==> src/rtl/spi_pkg.sv <==
// spi_pkg: shared frame layout constants and FSM state type for the SPI master transmitter.
package spi_pkg;
  localparam int FRAME_BITS = 16;
  localparam int DATA_MSB = 15;
  localparam int DATA_LSB = 8;
  localparam int ADDR_MSB = 7;
  localparam int ADDR_LSB = 0;
  typedef enum logic [1:0] {IDLE, SHIFT, HOLD, GAP} state_t;
endpackage

==> src/rtl/spi_cmd_fifo.sv <==
// spi_cmd_fifo: 4-deep synchronous command FIFO with wrap-around pointers and occupancy count.
module spi_cmd_fifo
  import spi_pkg::*;
(
  input  logic                  clk,
  input  logic                  rst_n,
  input  logic                  push,
  input  logic                  pop,
  input  logic [FRAME_BITS-1:0] wdata,
  output logic [FRAME_BITS-1:0] rdata,
  output logic                  full,
  output logic                  empty
);
  logic [FRAME_BITS-1:0] mem [4];
  logic [1:0] wp, rp;
  logic [2:0] cnt;
  assign full = cnt == 3'd4;
  assign empty = cnt == 3'd0;
  assign rdata = mem[rp];
  always_ff @(posedge clk or negedge rst_n) begin
    if (!rst_n) begin
      wp <= '0;
      rp <= '0;
      cnt <= '0;
    end else begin
      wp <= push ? wp + 2'd1 : wp;
      rp <= pop ? rp + 2'd1 : rp;
      cnt <= cnt + {2'b0, push} - {2'b0, pop};
    end
  end
  always_ff @(posedge clk) begin
    if (push) mem[wp] <= wdata;
  end
endmodule

==> src/rtl/spi_master_tx.sv <==
// spi_master_tx: CPOL=0 SPI master sending {data,addr} 16-bit frames MSB first on SCLK/MOSI/SS.
// Define SPI_TX_FIFO_EN to place a 4-entry command FIFO ahead of the shifter.
module spi_master_tx
  import spi_pkg::*;
#(
  parameter int CLK_DIV    = 4,
  parameter int GAP_CYCLES = 4
) (
  input  logic       clk,
  input  logic       rst_n,
  input  logic       start,
  input  logic [7:0] data_in,
  input  logic [7:0] addr_in,
  output logic       ready,
  output logic       busy,
  output logic       done,
  output logic       sclk,
  output logic       mosi,
  output logic       ss
);
  localparam int DW = $clog2(CLK_DIV);
  localparam int GW = $clog2(GAP_CYCLES + 1);
  state_t state, nstate;
  logic [DW-1:0] div_cnt, div_d;
  logic [3:0] bit_cnt, bit_d;
  logic [GW-1:0] gap_cnt, gap_d;
  logic [FRAME_BITS-1:0] sh, sh_d, frame;
  logic sclk_d, mosi_d, ss_d, done_d, load, div_end, gap_end;
  assign div_end = div_cnt == DW'(CLK_DIV - 1);
  assign gap_end = gap_cnt == GW'(GAP_CYCLES - 1);
`ifdef SPI_TX_FIFO_EN
  logic full, empty, push, pop;
  logic [FRAME_BITS-1:0] head;
  // An idle request with nothing queued bypasses the FIFO so latency matches the FIFO-less build.
  assign load = (state == IDLE && (!empty || start)) || (state == GAP && gap_end && !empty);
  assign frame = empty ? {data_in, addr_in} : head;
  assign pop = load && !empty;
  assign push = start && !full && !(load && empty);
  assign ready = !full;
  assign busy = state != IDLE || !empty;
  spi_cmd_fifo u_fifo (
    .clk(clk), .rst_n(rst_n), .push(push), .pop(pop),
    .wdata({data_in, addr_in}), .rdata(head), .full(full), .empty(empty)
  );
`else
  assign load = state == IDLE && start;
  assign frame = {data_in, addr_in};
  assign ready = state == IDLE;
  assign busy = state != IDLE;
`endif
  always_ff @(posedge clk or negedge rst_n) begin
    if (!rst_n) state <= IDLE;
    else state <= nstate;
  end
  always_comb begin
    nstate = state;
    case (state)
      IDLE:    nstate = load ? SHIFT : IDLE;
      SHIFT:   nstate = (div_end && sclk && bit_cnt == 4'(FRAME_BITS - 1)) ? HOLD : SHIFT;
      HOLD:    nstate = div_end ? GAP : HOLD;
      GAP:     nstate = gap_end ? (load ? SHIFT : IDLE) : GAP;
      default: nstate = IDLE;
    endcase
  end
  // Next values of every registered output and counter; sclk doubles as the half-bit phase.
  always_comb begin
    sh_d = sh;
    bit_d = bit_cnt;
    div_d = (state == SHIFT || state == HOLD) ? (div_end ? '0 : div_cnt + 1'b1) : '0;
    gap_d = (state == GAP) ? gap_cnt + 1'b1 : '0;
    sclk_d = sclk;
    mosi_d = mosi;
    ss_d = ss;
    done_d = 1'b0;
    if (load) begin
      sh_d = frame;
      bit_d = '0;
      div_d = '0;
      sclk_d = 1'b0;
      mosi_d = frame[FRAME_BITS-1];
      ss_d = 1'b0;
    end else if (state == SHIFT && div_end) begin
      sclk_d = !sclk;
      sh_d = sclk ? sh << 1 : sh;
      bit_d = sclk ? bit_cnt + 4'd1 : bit_cnt;
      mosi_d = sclk ? sh[FRAME_BITS-2] : mosi;
    end else if (state == HOLD && div_end) begin
      ss_d = 1'b1;
      done_d = 1'b1;
      mosi_d = 1'b0;
    end
  end
  always_ff @(posedge clk or negedge rst_n) begin
    if (!rst_n) begin
      sh <= '0;
      bit_cnt <= '0;
      div_cnt <= '0;
      gap_cnt <= '0;
      sclk <= 1'b0;
      mosi <= 1'b0;
      ss <= 1'b1;
      done <= 1'b0;
    end else begin
      sh <= sh_d;
      bit_cnt <= bit_d;
      div_cnt <= div_d;
      gap_cnt <= gap_d;
      sclk <= sclk_d;
      mosi <= mosi_d;
      ss <= ss_d;
      done <= done_d;
    end
  end
endmodule

==> config.mk <==
export PLATFORM = sky130hd
export DESIGN_NAME = spi_master_tx
export DESIGN_NICKNAME = d
export VERILOG_FILES = /design/src/rtl/spi_pkg.sv /design/src/rtl/spi_cmd_fifo.sv /design/src/rtl/spi_master_tx.sv
export SDC_FILE = /design/constraint.sdc
export NUM_CORES = 1
export LEC_CHECK = 0
export ABC_CLOCK_PERIOD_IN_PS = 1770
export CORE_MARGIN = 10
export CORE_UTILIZATION = 51
export CTS_CLUSTER_DIAMETER = 60
export DETAILED_ROUTE_END_ITERATION = 16
export PLACE_DENSITY = 0.79
export SYNTH_ARGS = -nofsm -noshare
export SYNTH_HDL_FRONTEND = slang
export SYNTH_HIERARCHICAL = 1
export SYNTH_SLANG_ARGS = --single-unit
==> constraint.sdc <==
create_clock -name clk -period 1.77 [get_ports clk]
set_input_delay 0.354 -clock clk [delete_from_list [all_inputs] [get_ports clk]]
set_output_delay 0.354 -clock clk [all_outputs]
set_load 0.02 [all_outputs]
## Word-level counts from Yosys, hierarchy flattened

Cells that the tools add are included.

| storage, ports and cells | value |
|---|---|
| word-level logic and storage cells | 63 |
| bits of input ports | 19 |
| output and inout bits | 6 |
| register bits after elaboration | 30 |

| cells by class | value |
|---|---|
| multiplexer cells | 27 |
| add/subtract/negate cells | 3 |
| reduce and logical (&&, ||, !) cells | 16 |
| equal/unequal tests | 8 |

Operator list:

| operator | count |
|---|---|
| 2-to-1 mux 15 bit | 3 |
| 2-to-1 mux 1 bit | 14 |
| 2-to-1 mux 4 bit | 3 |
| 2-to-1 mux 2 bit | 5 |
| one-hot mux 2 bit (4 select lines) | 1 |
| nonzero test 2 bit | 4 |
| == test 2 bit (second input constant) | 3 |
| AND reduction 2 bit | 3 |
| logical AND 1 bit | 5 |
| adder 4 x 1 -> 4 bit (second input constant) | 1 |
| == test 4 bit (second input constant) | 1 |
| adder 3 x 1 -> 3 bit (second input constant) | 1 |
| == test 3 x 2 -> 1 bit (second input constant) | 1 |
| 2-to-1 mux 3 bit | 1 |
| inequality test 3 bit (second input constant) | 1 |
| nonzero test 3 bit | 1 |
| adder 2 x 1 -> 2 bit (second input constant) | 1 |
| == test 2 x 1 -> 1 bit (second input constant) | 1 |
| zero test 2 bit | 1 |
| inequality test 2 bit (second input constant) | 1 |
| zero test 1 bit | 1 |
| logical OR 1 bit | 1 |

## Logic depth before layout (Yosys ltp)

Gate-level depths: netlist of the first run.

| depth | value |
|---|---|
| depth in word-level cells | 5 |
| gate-level depth with buffers | 7 |
| depth with buffers taken out | 5 |

## Worst setup path before layout of the first run

Ideal clock, no wire load.

| timing | value |
|---|---|
| path type | register to register |
| from | register state[0] |
| to | register sh[2] |
| period minus slack after synthesis | 1.577 ns |
| setup time | 0.083 ns |
| path buffers | 2 |
| data arrival time | 1.494 ns |
| stages on the path, launching flop included | 8 |
| setup slack | 0.193 ns |
| data required time | 1.687 ns |
| cell sequence | dfrtp_1 -> inv_1 -> ha_1 -> and2_1 -> buf_2 -> clkbuf_1 -> nand2_1 -> o21ai_0 |

| on the way | value |
|---|---|
| word-level cells in the longest chain between the ends | 4 |
| elaborated cells between the ends (all ways) | 8 |
| classes of those cells | eq/ne: 1; mux: 1; reduce/logical: 6 |

Ends and longest elaborated chain:

| element | line | source |
|---|---|---|
| start, declared | spi_master_tx.sv:23 | `state_t state, nstate;` |
| start signal, assigned | spi_master_tx.sv:53 | `else state <= nstate;` |
| zero test 2 bit (*) | n/a |  |
| net ready | spi_master_tx.sv:14 | `output logic ready,` |
| logical AND 1 bit (*) | spi_master_tx.sv:46 | `assign load = state == IDLE && start;` |
| nonzero test 2 bit (no line) | n/a |  |
| AND reduction 2 bit (no line) | n/a |  |
| end signal, assigned | spi_master_tx.sv:95 | `sh <= '0;` |
| end signal, assigned | spi_master_tx.sv:104 | `sh <= sh_d;` |
| end, declared | spi_master_tx.sv:27 | `logic [FRAME_BITS-1:0] sh, sh_d, frame;` |

The timed path passes the listed nets; every way through them passes the cells marked *.
A chain may end at the register's enable or synchronous reset.

## Worst setup path after layout of the first run

| timing | value |
|---|---|
| from | register mosi |
| to | output port mosi |

RTL lines:

| element | line | source |
|---|---|---|
| start, declared | spi_master_tx.sv:18 | `output logic mosi,` |
| start signal, assigned | spi_master_tx.sv:109 | `mosi <= mosi_d;` |

No word-level cell between the ends.

==> flow_summary.json, run 1 <==
{
  "synth_area_mm2": 0.001453,
  "clkLatencyLatePin_ns": 0.33,
  "fin_cells": 200,
  "core_mm2": 0.002734,
  "grt_pass1_wl_mm": 4.643,
  "synthAdderAreaFrac_pct": 7.752,
  "critPathMaxStageDelay_ns": 0.62,
  "num_vias": 1051,
  "ant_nets": 0,
  "synth_edf_count": 0,
  "start_kind": "register",
  "synth-simple-area-share_pct": 15.07,
  "cts_setup_buffers": 0,
  "slew_headroom_pct": 75.19,
  "numCtsBuffers": 5,
  "cp_num_buf_inv": 1,
  "dr.first_iter.drc_count": 61,
  "cts_root_buf": "clkbuf_4",
  "ir_drop_uv": 1021,
  "setup_tns_ns": 0,
  "synth_top_family_by_area": "simple AND/OR/NAND/NOR gates",
  "synth-xor-area-share_pct": 1.809,
  "synth_warnings": 6,
  "multi_input_area_um2": 650.6,
  "status": "finished, final reports clean",
  "synth_top_area_share_pct": 49.96,
  "dieArea_mm2": 0.005383,
  "fillers": 230,
  "setup_viol": 0,
  "place_ws_ns": 0.05111,
  "globalRoute.totalOverflow": 0,
  "synth_ff_type": "dfrtp_1",
  "grt_max_degree": 38,
  "crit_required_ns": 1.42,
  "portBuffers": 24,
  "dp.cells": 192,
  "r2r-start": "state[1]",
  "cts_resized": 8,
  "setup_ws_ns": 0.09545,
  "hold_class": "in2async",
  "critPathLaunch": "mosi",
  "start_util_pct": 53.14,
  "drv_slew": 0,
  "drt_wl_total_mm": 2.707,
  "layout.nets": 196,
  "cellPowerDensity_mw_per_mm2": 1220,
  "cts_buffer_depth": 2,
  "final_cell_mix": "dfrtp_1 (29), nand2_1 (20), clkdlybuf4s50_1 (20)",
  "cts_tree": "yes",
  "drt_pass1_iterations": 4,
  "synth-async-reset-ratio_pct": 100.0,
  "holdBufCountCts": 0,
  "yosysTopAreaCell": "dfrtp_1",
  "final_common_cell": "dfrtp_1",
  "syn-instance-count": 140,
  "synth_cell_type_count": 25,
  "finClkSkew_ns": 0.007255,
  "period_needed_ns": 1.675,
  "synth-seq-area-share_pct": 51.77,
  "grt_pass1_vias": 1030,
  "end_kind": "primary output",
  "cts.sinks": 30,
  "drive_gt1_share_pct": 10.06,
  "dp_hpwl_mm": 2.005,
  "max_freq_mhz": 597.2,
  "path_cells": "clkdlybuf4s50_1",
  "seq_area_um2": 752.0,
  "n_antenna_cell": 0,
  "synth_compound_area_share_pct": 8.958,
  "maxCapViolations": 0,
  "rsz0062_at_grt": "false",
  "synth_nets": 168,
  "fp.dieW_um": 73.37,
  "antenna_found_initial": 0,
  "postSynthAreaPerCell_um2": 10.38,
  "cts_max_level": 2,
  "syn_to_final_growth_pct": 24.98,
  "arrival_ns": 1.32,
  "drc": 0,
  "fin_crit_sh_pct": 94.61,
  "finalHoldViolCount": 0,
  "crit_family": "buffers and inverters",
  "path_clk_slew_ns": 0.09,
  "gp_congestion": 0.7708,
  "path_class": "reg2out",
  "via_per_inst": 5.255,
  "ys_ff_latch": 30,
  "synth_area_leaders": "dfrtp_1 (50%), mux2i_1 (10%), ha_1 (7.8%)",
  "die_h_um": 73.37,
  "rows": 19,
  "max_slew.worst_pin.slew_ns": 0.3722,
  "grt_usage_pct": 10.85,
  "muxShareOfSynthArea_pct": 10.34,
  "cp_max_fo": 3,
  "power.leakage_nw": 0.9289,
  "ios": 25,
  "wl_per_cell_um": 13.54,
  "critPathSlowestCell": "clkdlybuf4s50_1"
}
[Yosys cell counts (2+ instances only)]
| cell type | number |
|---|---|
| dfrtp_1 | 29 |
| nand2_1 | 20 |
| o21ai_0 | 17 |
| mux2i_1 | 15 |
| nor2_1 | 10 |
| ha_1 | 9 |
| inv_1 | 5 |
| a21oi_1 | 4 |
| nor2b_1 | 4 |
| clkbuf_1 | 3 |
| xor2_1 | 3 |
| and2_1 | 2 |
| and3_1 | 2 |
| buf_2 | 2 |
| buf_6 | 2 |
| nand3_1 | 2 |
| nand4_1 | 2 |
| nor3_1 | 2 |
[worst reg2reg max path: stages (launching register included)]
cell     delay [ns]
dfrtp_1        0.41
inv_1          0.14
ha_1           0.21
nand3_2        0.11
or3_1          0.36
a21oi_1        0.14
[routing by layer]
layer  up-vias  GRT usage, %  wire, µm
li1        528             -         -
met1       491         12.42      1226
met2        30         17.57      1291
met3         2         5.249       167
met4         0         3.106        22
met5         -             0         0
[path summary, 6_finish.rpt]
| path | endpoint | slack [ns] | cells past startpoint |
|---|---|---|---|
| setup reg to reg | bit_cnt[3] | 0.33 | 5 |
| setup / recovery | mosi | 0.1 | 1 |
| max in group asynchronous | ss | 1.05 | 2 |
| min in group clk | gap_cnt[0] | 0.44 | 1 |
| hold reg to reg | gap_cnt[0] | 0.44 | 1 |
| hold / removal | state[0] | 0.41 | 2 |
[cells by family after synthesis]
logic type	count (synthesis)
AO/OA/AOI/OAI	24
XOR/XNOR	3
adder cells (fa/ha/maj)	9
buffers and inverters	12
flip-flops	30
multiplexers	15
AND/OR/NAND/NOR	47
[registers in the layout, summed over array words and instances (netlist names)]
signal / count
sh: 15
bit_cnt: 4
gap_cnt: 3
div_cnt: 2
state: 2
done: 1
mosi: 1
sclk: 1
ss: 1
[area by class of cell]
class | instances | area share [%]
Clock buffer | 7 | 3.032
Tap cell | 31 | 2.136
Timing Repair Buffer | 28 | 16.26
Inverter | 5 | 1.034
Sequential cell | 30 | 41.42
Multi-Input combinational cell | 98 | 35.84
Clock inverter | 1 | 0.2757
[per-stage QoR]
stage          util, %  instance area, µm²  hold WS [ns]  total power, W
2_1_floorplan        -                1453       0.05841        0.001499
3_3_place_gp     63.75                1743        0.4219        0.001757
3_5_place_dp     63.75                1743        0.4308        0.001805
4_1_cts          65.95                1803        0.4106        0.002215
5_1_grt          66.41                1815        0.4174        0.002403
6_report         66.41                1815        0.4077        0.002214
[report_power, final]
group	switching [W]	internal, W	total, W
sequential	0.000142	0.000908	0.00105
combinational	0.000390	0.000356	0.000745
clock	0.000226	0.000192	0.000418
Power figures use the tool's default switching activity.
==> run 2: changes to the inputs <==
--- a/config.mk
+++ b/config.mk
@@ -11,6 +11,7 @@
 export CTS_CLUSTER_DIAMETER = 60
 export DETAILED_ROUTE_END_ITERATION = 16
 export PLACE_DENSITY = 0.79
+export REMOVE_ABC_BUFFERS = 1
 export SYNTH_ARGS = -nofsm -noshare
 export SYNTH_HDL_FRONTEND = slang
 export SYNTH_HIERARCHICAL = 1
==> flow_summary.json, run 2 (same netlist as run 1, synthesis figures left out) <==
{
  "critPathMaxStageDelay_ns": 0.62,
  "max_slew.worst_pin.slew_ns": 0.3725,
  "ant_nets": 0,
  "maxCapViolations": 0,
  "fillers": 223,
  "arrival_ns": 1.31,
  "path_cells": "clkdlybuf4s50_1",
  "setup_ws_ns": 0.1020,
  "drt_pass1_iterations": 4,
  "grt_max_degree": 38,
  "rsz0062_at_grt": "false",
  "drt_wl_total_mm": 2.617,
  "end_kind": "primary output",
  "num_vias": 1035,
  "globalRoute.totalOverflow": 0,
  "grt_pass1_wl_mm": 4.671,
  "path_class": "reg2out",
  "top_regs": "sh x15, bit_cnt x4, gap_cnt x3",
  "holdBufCountCts": 0,
  "crit_family": "buffers and inverters",
  "drive_gt1_share_pct": 9.357,
  "cts_max_level": 2,
  "dr.first_iter.drc_count": 50,
  "finClkSkew_ns": 0.01250,
  "hold_class": "in2async",
  "grt_usage_pct": 10.83,
  "cts.sinks": 30,
  "numCtsBuffers": 5,
  "cts_tree": "yes",
  "gp_congestion": 0.7733,
  "via_per_inst": 5.124,
  "n_antenna_cell": 0,
  "cp_num_buf_inv": 1,
  "drv_slew": 0,
  "clkLatencyLatePin_ns": 0.32,
  "antenna_found_initial": 0,
  "drc": 0,
  "die_h_um": 73.37,
  "dp_hpwl_mm": 1.896,
  "ios": 25,
  "core_mm2": 0.002734,
  "fp.dieW_um": 73.37,
  "internal-power_w": 0.001442,
  "max_freq_mhz": 599.5,
  "dieArea_mm2": 0.005383,
  "path_clk_slew_ns": 0.09,
  "place_ws_ns": 0.07275,
  "cellPowerDensity_mw_per_mm2": 1214,
  "cts_setup_buffers": 0,
  "crit_required_ns": 1.42,
  "largest_reg_flops": 15,
  "portBuffers": 24,
  "ir_drop_uv": 1010,
  "cts_root_buf": "clkbuf_4",
  "clockPowerShare_pct": 19.2,
  "grt_pass1_vias": 1108,
  "status": "finished, final reports clean",
  "finalHoldViolCount": 0,
  "power_switching_share_pct": 33.77,
  "setup_viol": 0,
  "period_needed_ns": 1.668,
  "cts_buffer_depth": 2,
  "wl_per_cell_um": 12.96,
  "cp_max_fo": 3,
  "syn_to_final_growth_pct": 23.43,
  "slew_headroom_pct": 75.17,
  "final_cell_mix": "dfrtp_1 (29), clkdlybuf4s50_1 (21), nand2_1 (20)",
  "seqPwrFrac_pct": 47.3,
  "switching_power_w": 0.0007351,
  "fin_util_pct": 65.58,
  "critPathSlowestCell": "clkdlybuf4s50_1",
  "layout.nets": 198,
  "start_util_pct": 53.14,
  "start_kind": "register",
  "power.leakage_nw": 0.9246,
  "p_comb_share_pct": 33.5,
  "final_common_cell": "dfrtp_1",
  "power_w": 0.002177,
  "rows": 19,
  "largest-register": "sh",
  "fin_crit_sh_pct": 94.23
}
[run 2: final cells by class]
type	count	area, µm²	area share [%]
flip-flops and latches	30	752.0	41.94
multi-input cells	98	638.1	35.59
repair buffers	30	286.5	15.98
clock buffers	8	58.81	3.280
well taps	31	38.79	2.163
inverters	5	18.77	1.047
[run 2: repair_timing]
item,CTS,global route
endpoints found under the hold margin,0,0
setup endpoints to repair,3,2
cloned,0,0
gates resized for setup,4,3
[run 2: path summary, 6_finish.rpt]
check	from	end	slack, ns	cells after the start
worst max-delay path	mosi	mosi	0.10	1
worst min-delay path	rst_n	sh[12]	0.42	2
worst max register to register	state[1]	sh[9]	0.24	6
worst min register to register	gap_cnt[0]	gap_cnt[0]	0.43	1
max in group asynchronous	rst_n	ss	1.04	2
min in group clk	gap_cnt[0]	gap_cnt[0]	0.43	1
[run 2: power groups by stage]
stage,clock network (W),logic (W),registers [W]
6_report,0.000418,0.000730,0.00103
5_1_grt,0.000468,0.000835,0.00106
4_1_cts,0.000431,0.000748,0.00103
3_5_place_dp,0,0.000760,0.00105
3_3_place_gp,0,0.000734,0.00103
2_1_floorplan,0,0.000442,0.00104
[run 2: metrics by stage]
stage / area, µm² / hold slack, ns / setup TNS [ns] / instances
finish: 1793 / 0.4160 / 0 / 202
global route: 1793 / 0.4223 / 0 / 202
CTS: 1802 / 0.4249 / 0 / 202
detailed placement: 1745 / 0.4268 / 0 / 194
global placement: 1745 / 0.4217 / 0 / 194
floorplan: 1409 / 0.05841 / -0.4568 / 133
[run 2: routing by layer]
layer	vias up	part of all wire (%)	global-route usage [%]
li1	532	-	-
met1	472	47	12.35
met2	24	46	17.29
met3	7	5.8	4.172
met4	0	1.7	5.383
met5	-	0	0
